==> config.mk <==
export PLATFORM = sky130hd
export DESIGN_NAME = m_axis_ex_flat
export DESIGN_NICKNAME = d
export VERILOG_FILES = /design/src/rtl/m_axis_ex_if.sv /design/src/rtl/m_axis_ex.sv /design/src/flat_wrapper.sv
export SDC_FILE = /design/constraint.sdc
export NUM_CORES = 1
export LEC_CHECK = 0
export BUFFER_PORTS_ARGS = -buffer_cell sky130_fd_sc_hd__buf_2
export CAP_MARGIN = 5
export CORE_MARGIN = 4
export CORE_UTILIZATION = 54
export CTS_CLUSTER_SIZE = 16
export DETAILED_ROUTE_END_ITERATION = 8
export GPL_TIMING_DRIVEN = 0
export PLACE_DENSITY = 0.79
export REMOVE_ABC_BUFFERS = 1
export SYNTH_ARGS = -nofsm -noshare
export SYNTH_HDL_FRONTEND = slang
export SYNTH_SLANG_ARGS = --single-unit
export TNS_END_PERCENT = 5
==> constraint.sdc <==
create_clock -name M_AXIS_ACLK -period 2.5 [get_ports M_AXIS_ACLK]
set_input_delay 0.5 -clock M_AXIS_ACLK [delete_from_list [all_inputs] [get_ports M_AXIS_ACLK]]
set_output_delay 0.5 -clock M_AXIS_ACLK [all_outputs]
set_load 0.03 [all_outputs]
==> src/rtl/m_axis_ex_if.sv <==
// AXI4-Stream master-side bundle for m_axis_ex: payload, sideband flags and handshake.
interface m_axis_ex_if #(
    parameter int C_M_AXIS_TDATA_WIDTH = 8
) ();
    logic                                tvalid;
    logic [C_M_AXIS_TDATA_WIDTH-1:0]     tdata;
    logic [(C_M_AXIS_TDATA_WIDTH/8)-1:0] tstrb;
    logic                                tlast;
    logic                                tuser;
    logic                                tready;

    modport master (
        output tvalid, tdata, tstrb, tlast, tuser,
        input  tready
    );

    modport slave (
        input  tvalid, tdata, tstrb, tlast, tuser,
        output tready
    );
endinterface

==> src/rtl/m_axis_ex.sv <==
// Example AXI4-Stream master: waits a start delay after reset, then streams an
// incrementing count in frames of C_M_LINES lines of C_M_LINE_LEN beats each.
module m_axis_ex #(
    parameter int C_M_AXIS_TDATA_WIDTH = 8,
    parameter int C_M_START_COUNT      = 8,
    parameter int C_M_LINE_LEN         = 8,
    parameter int C_M_LINES            = 4
) (
    input  logic     M_AXIS_ACLK,
    input  logic     M_AXIS_ARESET,
    m_axis_ex_if.master M_AXIS
);
    localparam int TOTAL = C_M_LINE_LEN * C_M_LINES;
    localparam int BW    = (TOTAL > 1) ? $clog2(TOTAL) : 1;
    localparam int CW    = (C_M_LINE_LEN > 1) ? $clog2(C_M_LINE_LEN) : 1;
    localparam int SW    = (C_M_START_COUNT > 1) ? $clog2(C_M_START_COUNT) : 1;

    localparam logic [BW-1:0] B_LAST = BW'(TOTAL - 1);
    localparam logic [CW-1:0] C_LAST = CW'(C_M_LINE_LEN - 1);
    localparam logic [SW-1:0] S_LAST = SW'(C_M_START_COUNT - 1);

    typedef enum logic [1:0] {
        IDLE,
        INIT_COUNTER,
        SEND_STREAM
    } state_t;

    state_t        state_q;
    state_t        state_d;
    logic [SW-1:0] start_cnt;
    logic [BW-1:0] beat_q;
    logic [CW-1:0] col_q;
    logic          tvalid_q;
    logic          xfer;

    assign xfer = tvalid_q & M_AXIS.tready;

    always_comb begin
        state_d = state_q;
        unique case (state_q)
            IDLE:         state_d = INIT_COUNTER;
            INIT_COUNTER: if (start_cnt == S_LAST) state_d = SEND_STREAM;
            SEND_STREAM:  state_d = SEND_STREAM;
            default:      state_d = IDLE;
        endcase
    end

    // TVALID registers the next state so it rises on the edge entering SEND_STREAM.
    always_ff @(posedge M_AXIS_ACLK or posedge M_AXIS_ARESET) begin
        if (M_AXIS_ARESET) begin
            state_q   <= IDLE;
            start_cnt <= '0;
            tvalid_q  <= 1'b0;
        end else begin
            state_q   <= state_d;
            start_cnt <= (state_q == INIT_COUNTER) ? start_cnt + 1'b1 : '0;
            tvalid_q  <= (state_d == SEND_STREAM);
        end
    end

    always_ff @(posedge M_AXIS_ACLK or posedge M_AXIS_ARESET) begin
        if (M_AXIS_ARESET) begin
            beat_q <= '0;
            col_q  <= '0;
        end else if (xfer) begin
            beat_q <= (beat_q == B_LAST) ? '0 : beat_q + 1'b1;
            col_q  <= (col_q == C_LAST) ? '0 : col_q + 1'b1;
        end
    end

    assign M_AXIS.tvalid = tvalid_q;
    assign M_AXIS.tdata  = C_M_AXIS_TDATA_WIDTH'(beat_q);
    assign M_AXIS.tstrb  = {(C_M_AXIS_TDATA_WIDTH/8){tvalid_q}};
    assign M_AXIS.tuser  = tvalid_q && (beat_q == '0);
    assign M_AXIS.tlast  = tvalid_q && (col_q == C_LAST);
endmodule

==> src/flat_wrapper.sv <==
// flat-port wrapper written by rule: the top's interface ports become plain ports
module m_axis_ex_flat 
#(
    parameter int C_M_AXIS_TDATA_WIDTH = 8,
    parameter int C_M_START_COUNT      = 8,
    parameter int C_M_LINE_LEN         = 8,
    parameter int C_M_LINES            = 4
)
  (M_AXIS_ACLK, M_AXIS_ARESET, M_AXIS_tvalid, M_AXIS_tdata, M_AXIS_tstrb, M_AXIS_tlast, M_AXIS_tuser, M_AXIS_tready);
  m_axis_ex_if #(.C_M_AXIS_TDATA_WIDTH(C_M_AXIS_TDATA_WIDTH)) M_AXIS_i ();
  input  logic M_AXIS_ACLK;
  input  logic M_AXIS_ARESET;
  output wire logic [$bits(M_AXIS_i.tvalid)-1:0] M_AXIS_tvalid;
  output wire logic [$bits(M_AXIS_i.tdata)-1:0] M_AXIS_tdata;
  output wire logic [$bits(M_AXIS_i.tstrb)-1:0] M_AXIS_tstrb;
  output wire logic [$bits(M_AXIS_i.tlast)-1:0] M_AXIS_tlast;
  output wire logic [$bits(M_AXIS_i.tuser)-1:0] M_AXIS_tuser;
  input wire logic [$bits(M_AXIS_i.tready)-1:0] M_AXIS_tready;
  assign M_AXIS_tvalid = M_AXIS_i.tvalid;
  assign M_AXIS_tdata = M_AXIS_i.tdata;
  assign M_AXIS_tstrb = M_AXIS_i.tstrb;
  assign M_AXIS_tlast = M_AXIS_i.tlast;
  assign M_AXIS_tuser = M_AXIS_i.tuser;
  assign M_AXIS_i.tready = M_AXIS_tready;
  m_axis_ex #(.C_M_AXIS_TDATA_WIDTH(C_M_AXIS_TDATA_WIDTH), .C_M_START_COUNT(C_M_START_COUNT), .C_M_LINE_LEN(C_M_LINE_LEN), .C_M_LINES(C_M_LINES)) u_core (.M_AXIS_ACLK(M_AXIS_ACLK), .M_AXIS_ARESET(M_AXIS_ARESET), .M_AXIS(M_AXIS_i));
endmodule
# Yosys cells after proc, flatten, opt, wreduce, memory -nomap -nowiden

Cells that the tools add are included.
Widths: inputs -> output; s select.

Reduce and logical (&&, ||, !) cells: 4
Multiplexer cells: 5
Bitwise logic cells: 1
Equality and inequality tests: 6
Add/sub/neg operators: 3

Operator list:

| cell                | number |
|---|---|
| $add 3x1->3 const B | 2 |
| $eq 3x3->1 const B  | 2 |
| $mux 3              | 2 |
| $pmux 2 s3          | 1 |
| $add 5x1->5 const B | 1 |
| $eq 5x5->1 const B  | 1 |
| $logic_not 5->1     | 1 |
| $mux 5              | 1 |
| $eq 2x2->1 const B  | 2 |
| $eq 2x1->1 const B  | 1 |
| $logic_and 1x1->1   | 2 |
| $logic_not 2->1     | 1 |
| $mux 2              | 1 |
| $and 1x1->1         | 1 |

Register bits: 14

# Depth between registers and ports, before layout

Depth after elaboration: 4
Gate-level depth with buffers: 6

# Least setup slack after synthesis

Ideal clock, no wire load.

Kind: reg-to-output
Start point: reg u_core.beat_q[0]
End point: out M_AXIS_tuser
Path buffers: 0
Data arrival time: 1.699 ns
Stages on the path, launching flop included: 5
Path slack: 0.301 ns
Cell sequence: dfrtp_1 -> inv_1 -> ha_1 -> nand2_1 -> nor4_1

Longest elaborated chain between the ends: 2

RTL lines:

| item                     | RTL line           | RTL |
|---|---|---|
| start: declaration       | m_axis_ex.sv:31    | `logic [BW-1:0] beat_q;` |
| start signal: assignment | m_axis_ex.sv:66    | `beat_q <= (beat_q == B_LAST) ? '0 : beat_q + 1'b1;` |
| $logic_not 5->1          | m_axis_ex.sv:74    | `assign M_AXIS.tuser = tvalid_q && (beat_q == '0);` |
| $logic_and 1x1->1        | m_axis_ex.sv:74    |  |
| end: declaration         | flat_wrapper.sv:17 | `output wire logic [$bits(M_AXIS_i.tuser)-1:0] M_AXIS_tuser;` |

Every way passes these cells.

# Worst setup path in the final report

Start point: reg u_core.col_q[0]
End point: out M_AXIS_tlast

Longest elaborated chain between the ends: 2

RTL lines:

| item                     | RTL line           | RTL |
|---|---|---|
| start: declaration       | m_axis_ex.sv:32    | `logic [CW-1:0] col_q;` |
| start signal: assignment | m_axis_ex.sv:67    | `col_q <= (col_q == C_LAST) ? '0 : col_q + 1'b1;` |
| $eq 3x3->1               | m_axis_ex.sv:75    | `assign M_AXIS.tlast = tvalid_q && (col_q == C_LAST);` |
| $logic_and 1x1->1        | m_axis_ex.sv:75    |  |
| end: declaration         | flat_wrapper.sv:16 | `output wire logic [$bits(M_AXIS_i.tlast)-1:0] M_AXIS_tlast;` |

Every way passes these cells.

==> run metrics <==
outcome=finished, final reports clean; library cells used by synthesis=26; Die H=about 44 µm; Req. time, crit path=roughly 2000 ps; DRC viols=0; Syn Inst Count=61; Final Hold Fails=0; Lkg Pwr=slightly above 0.4 nW; postcts setup bufs=0; Mapped Avg Cell Area=between 10 and 15 µm²; Row Count=12; RSZ-0062 raised after global routing=false; WP buf/inv=1; fmax=around 520 MHz; Max Root-Sink Buffers=2; chip width=approximately 44 µm; HP Class=in2async; placed insts=83; Setup Skew=~2.8 ps; R2R Path End=u_core.beat_q[0]; routability-driven placement congestion ratio=approximately 0.74; crit-path cells=ha_1 -> ha_1 -> and2_2 -> buf_2; first drt pass iteration count=3; Overflow after GRT=0; vias=approximately 440; Worst Path Class, Setup=reg2out; Initial Utilization=between 60% and 70%; fin crit period=between 1500 and 2000 ps; worst reg2reg path depth=5; Worst Setup Start Kind=flop; Largest stage delay, worst path=about 400 ps; Least-Margin Pin Slew=about 520 ps; Cell Pwr Density=between 900 and 1000 nW/µm²; global-route wire length before repair=roughly 1.7 mm; clock transition at the registers of the reported paths=roughly 80 ps; CTS Buf Count=3; final net count=84; Max FO, Critical Path=3; Area Growth Syn to Fin=8.719%; TNS Setup=0 ps; Worst Setup SP=u_core.col_q[0]; vias in the first global route=a little under 400; flops & latches, synth=14; Finish-stage setup viols=0; Max Transition Viols Final=0; reg2reg setup slack=870 ps; IO Pins=15; fillers=roughly 100; Peak supply drop=about 0.00048 V; total core area=roughly 1200 µm²; layout cell share with drive strength beyond 1=about 29%; Ant. Diodes=0; CTS Hold Buffers Added=0; final worst-path cycle share=about 76%; Synth warnings=0; initial DRC count=8; max-cap viol count=0; drt total wl=around 1.0 mm; ANT nets after route=0; hpwl dp=just over 800 µm; Worst setup EP type=output pin; gr usage total=around 12%; max-slew headroom at the worst pin=approximately two thirds; clk_lat worst skew=between 200 and 300 ps; clk sinks=14; crit path to=M_AXIS_tlast; H-tree Lvls=1; Finished Layout Cells=86; WP data arrival=about 1400 ps; DR WL/cell=roughly 12 µm; CTS tree=yes; Synth Cell Area=~700 µm²; cts repair resizes=0; Worst path slowest cell=dfrtp_1; drt via density=5.163; die area=between 1500 and 2000 µm²; Root Buffer=clkbuf_4; initial antenna violation count=0; critical path depth=4; sequential area share after synthesis=between 40 and 50%; Port Buffers=11; family with the most delay on the worst path=flip-flops; r2r startpoint=u_core.beat_q[0]; crit-path most repeated cell=ha_1; largest net degree at the start of global routing=15
-- layout by cell type, fill, tap and decap left out --
cell      netlist  final
nor2_1          1      1
a21o_2          1      1
ha_1            7      7
or2_2           1      1
nand2_2         1      1
nor3b_1         1      1
o21ai_0         3      3
nand3_1         1      1
nor3_1          1      1
mux2i_1         2      2
inv_1           3      3
nor4_1          2      2
and2_2          1      1
conb_1          1      3
dfrtp_1        14     14
a221o_1         1      1
mux2_2          3      3
nand2b_1        2      2
and3_1          1      1
and3b_1         2      2
buf_2           0     11
o21ai_1         1      1
a21oi_1         1      1
nand2_1         4      4
clkbuf_4        0      3
nor2b_1         1      1
-- power breakdown --
group | leakage (nW) | internal (mW) | switching, mW
logic | 0.232 | 0.113 | 0.167
registers | 0.167 | 0.283 | 0.0568
clock network | 0.0138 | 0.0557 | 0.0681
-- logic make-up (layout without fill, tap and decap cells) --
logic type      count (synthesis)  in the layout  synth area share, %
compound gates                  7              7                6.226
fa+ha+maj                       7              7                12.45
buf+inv                         8             17                7.473
flops                          14             14                49.82
mux                             5              5                7.651
other cells                     1              3               0.5333
simple gates                   19             19                15.84
-- through the flow --
stage                     hold slack [ps]  total power [mW]  cell area [µm²]  setup slack, ps  utilization (%)
after floorplan                     389.2            0.5513            669.4            285.1                -
after global placement              432.8            0.6156            742.0            885.8            63.35
after detailed placement            442.5            0.6293            742.0            879.4            63.35
after CTS                           256.1            0.7494            764.5            577.7            65.28
after global routing                298.3            0.8027            764.5            490.0            65.28
final                               243.6            0.7446            764.5            590.4            65.28
-- metal layers --
metal	routed length [µm]	share of wire (%)	GRT usage, %
met1	512	49	15.46
met3	63	6.0	3.659
met2	458	44	19.48
met5	0	0	0
met4	8	0.77	3.614
-- cells in the mapped netlist --
library cell	count	area [µm²]
dfrtp_1	14	350.3
ha_1	7	87.58
buf_4	4	30.03
nand2_1	4	15.01
inv_1	3	11.26
mux2_2	3	33.78
o21ai_0	3	15.01
and3b_1	2	17.52
mux2i_1	2	20.02
nand2b_1	2	12.51
nor4_1	2	12.51
a21o_2	1	8.760
a21oi_1	1	5.000
a221o_1	1	10.01
and2_2	1	7.510
and3_1	1	6.260
buf_6	1	11.26
conb_1	1	3.750
nand2_2	1	6.260
nand3_1	1	5.000
nor2_1	1	3.750
nor2b_1	1	6.260
nor3_1	1	5.000
nor3b_1	1	7.510
o21ai_1	1	5.000
or2_2	1	6.260
-- state kept, by name (all words and copies together) (netlist names) --
register / count
u_core.beat_q: 5
u_core.start_cnt: 3
u_core.state_q: 2
u_core.M_AXIS.tstrb: 1
u_core.col_q: 3
-- layout make-up --
class                           count  area, µm²  share of cell area [%]
Tap cell                           14      17.52                   2.291
Multi-Input combinational cell     41      307.8                   40.26
Timing Repair Buffer               11      55.05                   7.201
Clock buffer                        3      22.52                   2.946
Sequential cell                    14      350.3                   45.83
Inverter                            3      11.26                   1.473
-- worst min path at each step --
stage / start / endpoint / slack (ps) / depth (start not counted)
2_1_floorplan: M_AXIS_ARESET / u_core.M_AXIS.tstrb / 390 / 1
3_3_place_gp: u_core.start_cnt[0] / u_core.start_cnt[0] / 430 / 1
3_5_place_dp: u_core.start_cnt[0] / u_core.start_cnt[0] / 440 / 1
4_1_cts: M_AXIS_ARESET / u_core.start_cnt[0] / 260 / 2
5_1_grt: M_AXIS_ARESET / u_core.beat_q[4] / 300 / 2
6_report: M_AXIS_ARESET / u_core.start_cnt[0] / 240 / 2
No activity file was read; power rests on OpenSTA's default activity.
